$ cat config.mk
export PLATFORM = sky130hd
export DESIGN_NAME = mac_lookup_requester
export DESIGN_NICKNAME = d
export VERILOG_FILES = /design/src/rtl/mac_lookup_requester.sv
export SDC_FILE = /design/constraint.sdc
export NUM_CORES = 1
export LEC_CHECK = 0
export CAP_MARGIN = 20
export CORE_MARGIN = 10
export CORE_UTILIZATION = 30
export DETAILED_ROUTE_END_ITERATION = 6
export PLACE_DENSITY = 0.55
export SLEW_MARGIN = 20
export SYNTH_ARGS = -nofsm -noshare
export SYNTH_HDL_FRONTEND = slang
export SYNTH_SLANG_ARGS = --single-unit
$ cat constraint.sdc
create_clock -name clk -period 2.7 [get_ports clk]
set_input_delay 0.81 -clock clk [delete_from_list [all_inputs] [get_ports clk]]
set_output_delay 0.81 -clock clk [all_outputs]
set_load 0.02 [all_outputs]
$ cat src/rtl/mac_lookup_requester.sv
// Initiator side of the MAC learning lookup: assembles dst/src MAC from the ingress
// byte stream, issues one lookup per frame and presents a registered forwarding decision.
module mac_lookup_requester #(
  parameter int TIMEOUT_CYCLES = 64,
  parameter int TO_WIDTH       = 7,
  parameter int MIN_HDR_BYTES  = 12
) (
  input  logic        clk,
  input  logic        rst,
  input  logic [7:0]  rx_data,
  input  logic        rx_valid,
  input  logic        rx_last,
  input  logic [2:0]  rx_port,
  output logic        rx_ready,
  output logic        lu_en,
  output logic [47:0] lu_src_mac,
  output logic [47:0] lu_dst_mac,
  output logic [2:0]  lu_src_port,
  input  logic        lu_done,
  input  logic [2:0]  lu_dst_port,
  output logic        fwd_valid,
  input  logic        fwd_ready,
  output logic [2:0]  fwd_port,
  output logic        fwd_flood,
  output logic        fwd_timeout
);

  localparam int BC_W = $clog2(MIN_HDR_BYTES);
  localparam logic [BC_W-1:0]     LAST_IDX  = BC_W'(MIN_HDR_BYTES - 1);
  localparam logic [BC_W-1:0]     DST_BYTES = BC_W'(MIN_HDR_BYTES / 2);
  localparam logic [TO_WIDTH-1:0] TO_LAST   = TO_WIDTH'(TIMEOUT_CYCLES - 1);

  typedef enum logic [2:0] {HDR, REQ, WAIT, OUT, DRAIN} state_t;

  state_t              state;
  logic [BC_W-1:0]     byte_cnt;
  logic [TO_WIDTH-1:0] to_cnt;
  logic                hdr_last;
  logic                rx_xfer;
  logic [TO_WIDTH-1:0] to_cnt_next;
  logic                dst_group;

  assign rx_xfer     = rx_valid & rx_ready;
  assign to_cnt_next = to_cnt + 1'b1;
  // I/G bit of the first destination byte: set for multicast and broadcast.
  assign dst_group   = lu_dst_mac[40];

  // NOTE: all state uses non-blocking assignments so every register samples pre-edge values.
  always_ff @(posedge clk or negedge rst) begin
    if (!rst) begin
      state       <= HDR;
      byte_cnt    <= '0;
      to_cnt      <= '0;
      hdr_last    <= 1'b0;
      rx_ready    <= 1'b1;
      lu_en       <= 1'b0;
      lu_src_mac  <= '0;
      lu_dst_mac  <= '0;
      lu_src_port <= '0;
      fwd_valid   <= 1'b0;
      fwd_port    <= '0;
      fwd_flood   <= 1'b0;
      fwd_timeout <= 1'b0;
    end else begin
      lu_en <= 1'b0;
      case (state)
        HDR: if (rx_xfer) begin
          if (byte_cnt == '0) lu_src_port <= rx_port;
          // Shifting in from the LSB leaves the first wire byte in the MSB.
          if (byte_cnt < DST_BYTES) lu_dst_mac <= {lu_dst_mac[39:0], rx_data};
          else                      lu_src_mac <= {lu_src_mac[39:0], rx_data};
          if (byte_cnt == LAST_IDX) begin
            byte_cnt <= '0;
            hdr_last <= rx_last;
            lu_en    <= 1'b1;
            rx_ready <= 1'b0;
            state    <= REQ;
          end else if (rx_last) begin
            byte_cnt <= '0;
          end else begin
            byte_cnt <= byte_cnt + 1'b1;
          end
        end
        REQ: begin
          to_cnt <= '0;
          state  <= WAIT;
        end
        WAIT: begin
          to_cnt <= to_cnt_next;
          if (lu_done) begin
            fwd_port    <= dst_group ? lu_src_port : lu_dst_port;
            fwd_flood   <= dst_group;
            fwd_timeout <= 1'b0;
            fwd_valid   <= 1'b1;
            state       <= OUT;
          end else if (to_cnt_next == TO_LAST) begin
            fwd_port    <= lu_src_port;
            fwd_flood   <= 1'b1;
            fwd_timeout <= 1'b1;
            fwd_valid   <= 1'b1;
            state       <= OUT;
          end
        end
        OUT: if (fwd_ready) begin
          fwd_valid <= 1'b0;
          rx_ready  <= 1'b1;
          state     <= hdr_last ? HDR : DRAIN;
        end
        DRAIN: if (rx_xfer && rx_last) state <= HDR;
        default: begin
          state    <= HDR;
          rx_ready <= 1'b1;
        end
      endcase
    end
  end

endmodule

==> impl_metrics.py <==
metrics = {
    "yosys": {
        "synth_largest_area_cell": "dfrtp_1",
        "synth-warning-count": 0,
        "postSynthRegisterBits": 122,
        "synth_area_leaders": "dfrtp_1 (59%), mux2_2 (22%), o21ai_0 (1.5%)",
        "synthesis.nets": 386,
        "yosysSeqAreaShare_pct": 59.2,
        "yosys.area.top_type_share_pct": 58.7,
        "synth_edf_count": 0,
        "syn_area_per_cell_um2": 14.2,
        "synth_commonest_cells": "dfrtp_1 (121), mux2_2 (101), o21ai_0 (15)",
        "ys_types": 49,
        "syn-instance-count": 362,
        "syn_area_mm2": 0.00516,
        "synth_most_common_cell": "dfrtp_1",
        "synthArstFlopShare_pct": 100,
        "synth-main-ff-cell": "dfrtp_1",
    },
    "critical_path": {
        "reg2reg_slack_ps": 630,
        "crit_chain": "clkdlybuf4s50_1",
        "path_buf_inv": 1,
        "slowest_stage": "clkdlybuf4s50_1",
        "worstSetupStartpointType": "flip-flop",
        "end_kind": "primary output",
        "r2r-start": "to_cnt[0]",
        "crit_required_ps": 1890,
        "cp_max_fo": 5,
        "crit_type": "flip-flop to primary output",
        "critPathTopFamily": "buffers and inverters",
        "r2r_end": "fwd_port[1]",
        "r2r_cells": 5,
        "cp.arrival_ps": 1590,
        "cpPeakStageDelay_ps": 610,
        "setup.worst_path.start": "rx_ready",
    },
    "floorplanning": {
        "fp.dieW_um": 151,
        "rows": 47,
        "core_mm2": 0.0167,
        "die_h_um": 151,
        "start_util_pct": 30.9,
        "pin_count": 127,
        "die_area_mm2": 0.0228,
    },
    "sta": {
        "clock_skew_ps": 17.1,
        "fmax_mhz": 417,
        "fin_crit_ps": 2400,
        "setup_viol": 0,
        "setup_slack_ps": 304,
        "tns_ps": 0,
        "drv_slew": 0,
        "timing.final.crit_share_pct": 88.7,
        "relSlewSlack_pct": 62.9,
        "hold_viol": 0,
        "rsz0062_at_grt": "no",
        "worstMarginPinSlew_ps": 555,
    },
    "outcome": {
        "outcome": "complete, no violations",
    },
    "place": {
        "dp_slack_ps": 168,
        "portBuffers": 126,
        "gp_congestion": 0.776,
        "place_area_mm2": 0.00666,
        "hpwl_mm": 8.83,
    },
    "clock_tree": {
        "hold_buffers": 0,
        "insertion_delay_ps": 420,
        "cts_buffers": 17,
        "cts_tree": "done",
        "root_buffer": "clkbuf_16",
        "cts_resized": 0,
        "cts_setup_buffers": 0,
        "htreeDepth": 4,
        "cts.path.max_buffers": 2,
        "clock-sinks": 122,
        "path_clk_slew_ps": 50,
    },
    "global_routing": {
        "first_global_vias": 3607,
        "grt_max_degree": 49,
        "overflow": 0,
        "grt_usage_pct": 11.4,
        "antenna_found_initial": 0,
        "grt_pass1_wl_mm": 20.3,
    },
    "drt": {
        "dr_total_vias": 3351,
        "drtAntennaViolNets": 0,
        "viasPerCell": 4.60,
        "drt-total-wl_mm": 12.5,
        "drt_iter0_markers": 125,
        "drtPass1Iterations": 4,
        "drc_errors": 0,
        "post_drt_wl_per_cell_um": 17.1,
    },
    "finish": {
        "antenna_cells": 0,
        "area_growth_pct": 40.0,
        "finalInstanceArea_mm2": 0.00722,
        "drive_above_1_share_pct": 29.9,
        "nets": 520,
    },
    "flow_run": {
        "maxCapViolCount": 0,
    },
    "worst_hold_path": {
        "hold_path_class": "primary input to async pin",
    },
    "pwr": {
        "power.density_mw_per_mm2": 1310,
        "p_leak_nw": 3.08,
        "ir_drop_v": 0.000617,
    },
}
[layout by cell type, fill, tap and decap left out, types with 4 or more instances in the layout]
cell type | Yosys | final
clkbuf_8 | 0 | 4
a21oi_1 | 7 | 7
mux2i_1 | 6 | 6
nand3_1 | 6 | 6
mux2_2 | 101 | 101
clkbuf_16 | 0 | 17
clkdlybuf4s50_1 | 0 | 125
o21ai_0 | 15 | 15
nand2_1 | 14 | 14
nand2b_1 | 4 | 4
buf_12 | 0 | 4
clkinv_2 | 0 | 5
ha_1 | 4 | 4
nor2_1 | 9 | 9
nand3b_1 | 4 | 4
inv_1 | 5 | 5
buf_4 | 7 | 5
nor3_1 | 4 | 4
dfrtp_1 | 121 | 121
nor2b_1 | 5 | 4
[flip-flops by register name (all words and copies together), names as in the netlist]
name and count:
lu_dst_mac 48, lu_src_mac 48, to_cnt 7, byte_cnt 4, fwd_port 3, lu_src_port 3
state 3, fwd_flood 1, fwd_timeout 1, fwd_valid 1, hdr_last 1, lu_en 1
rx_ready 1
[cell type report]
class / count / area, µm²
flip-flops and latches: 122 / 3050
clock inverters: 8 / 70.1
inverters: 5 / 18.8
fillers: 1576 / 9480
multi-input cells: 216 / 1940
clock buffers: 24 / 492
repair buffers: 134 / 1370
well taps: 220 / 275
[logic make-up (layout without fill, tap and decap cells)]
kind of cell | after synthesis | after routing | synth area share (%)
simple gates | 62 | 62 | 7.52
fa+ha+maj | 4 | 4 | 0.971
xor+xnor | 4 | 4 | 0.680
flops | 122 | 122 | 59.2
compound gates | 39 | 39 | 5.05
mux | 107 | 107 | 23.2
buf+inv | 24 | 171 | 3.32
[power breakdown]
group	total, mW	internal (mW)	switching, mW	leakage (nW)
logic	4.06	2.12	1.94	1.25
clock network	2.13	1.35	0.776	0.276
registers	3.28	2.62	0.663	1.56
[stage by stage]
stage	util, %	std cells	hold WS (ps)	power, mW
global placement	39.8	697	450	7.36
finish	43.2	729	344	9.47
CTS	43.2	729	353	9.64
global route	43.2	729	371	10.1
detailed placement	39.8	697	460	7.44
floorplan	-	362	428	5.48
[worst max path at each step]
stage	end	slack, ps	depth (start not counted)
finish	rx_ready	300	1
global route	rx_ready	260	1
CTS	rx_ready	280	1
detailed placement	lu_dst_mac[1]	170	6
global placement	lu_dst_mac[40]	170	6
floorplan	lu_src_mac[26]	740	6
[routing by layer]
metal,track usage (%),up-vias,wire length (µm)
met1,12.5,1689,4860
met5,0,-,0
met2,18.1,90,6200
met3,6.03,14,1240
li1,-,1558,-
met4,5.05,0,197
Power figures use the tool's default switching activity.
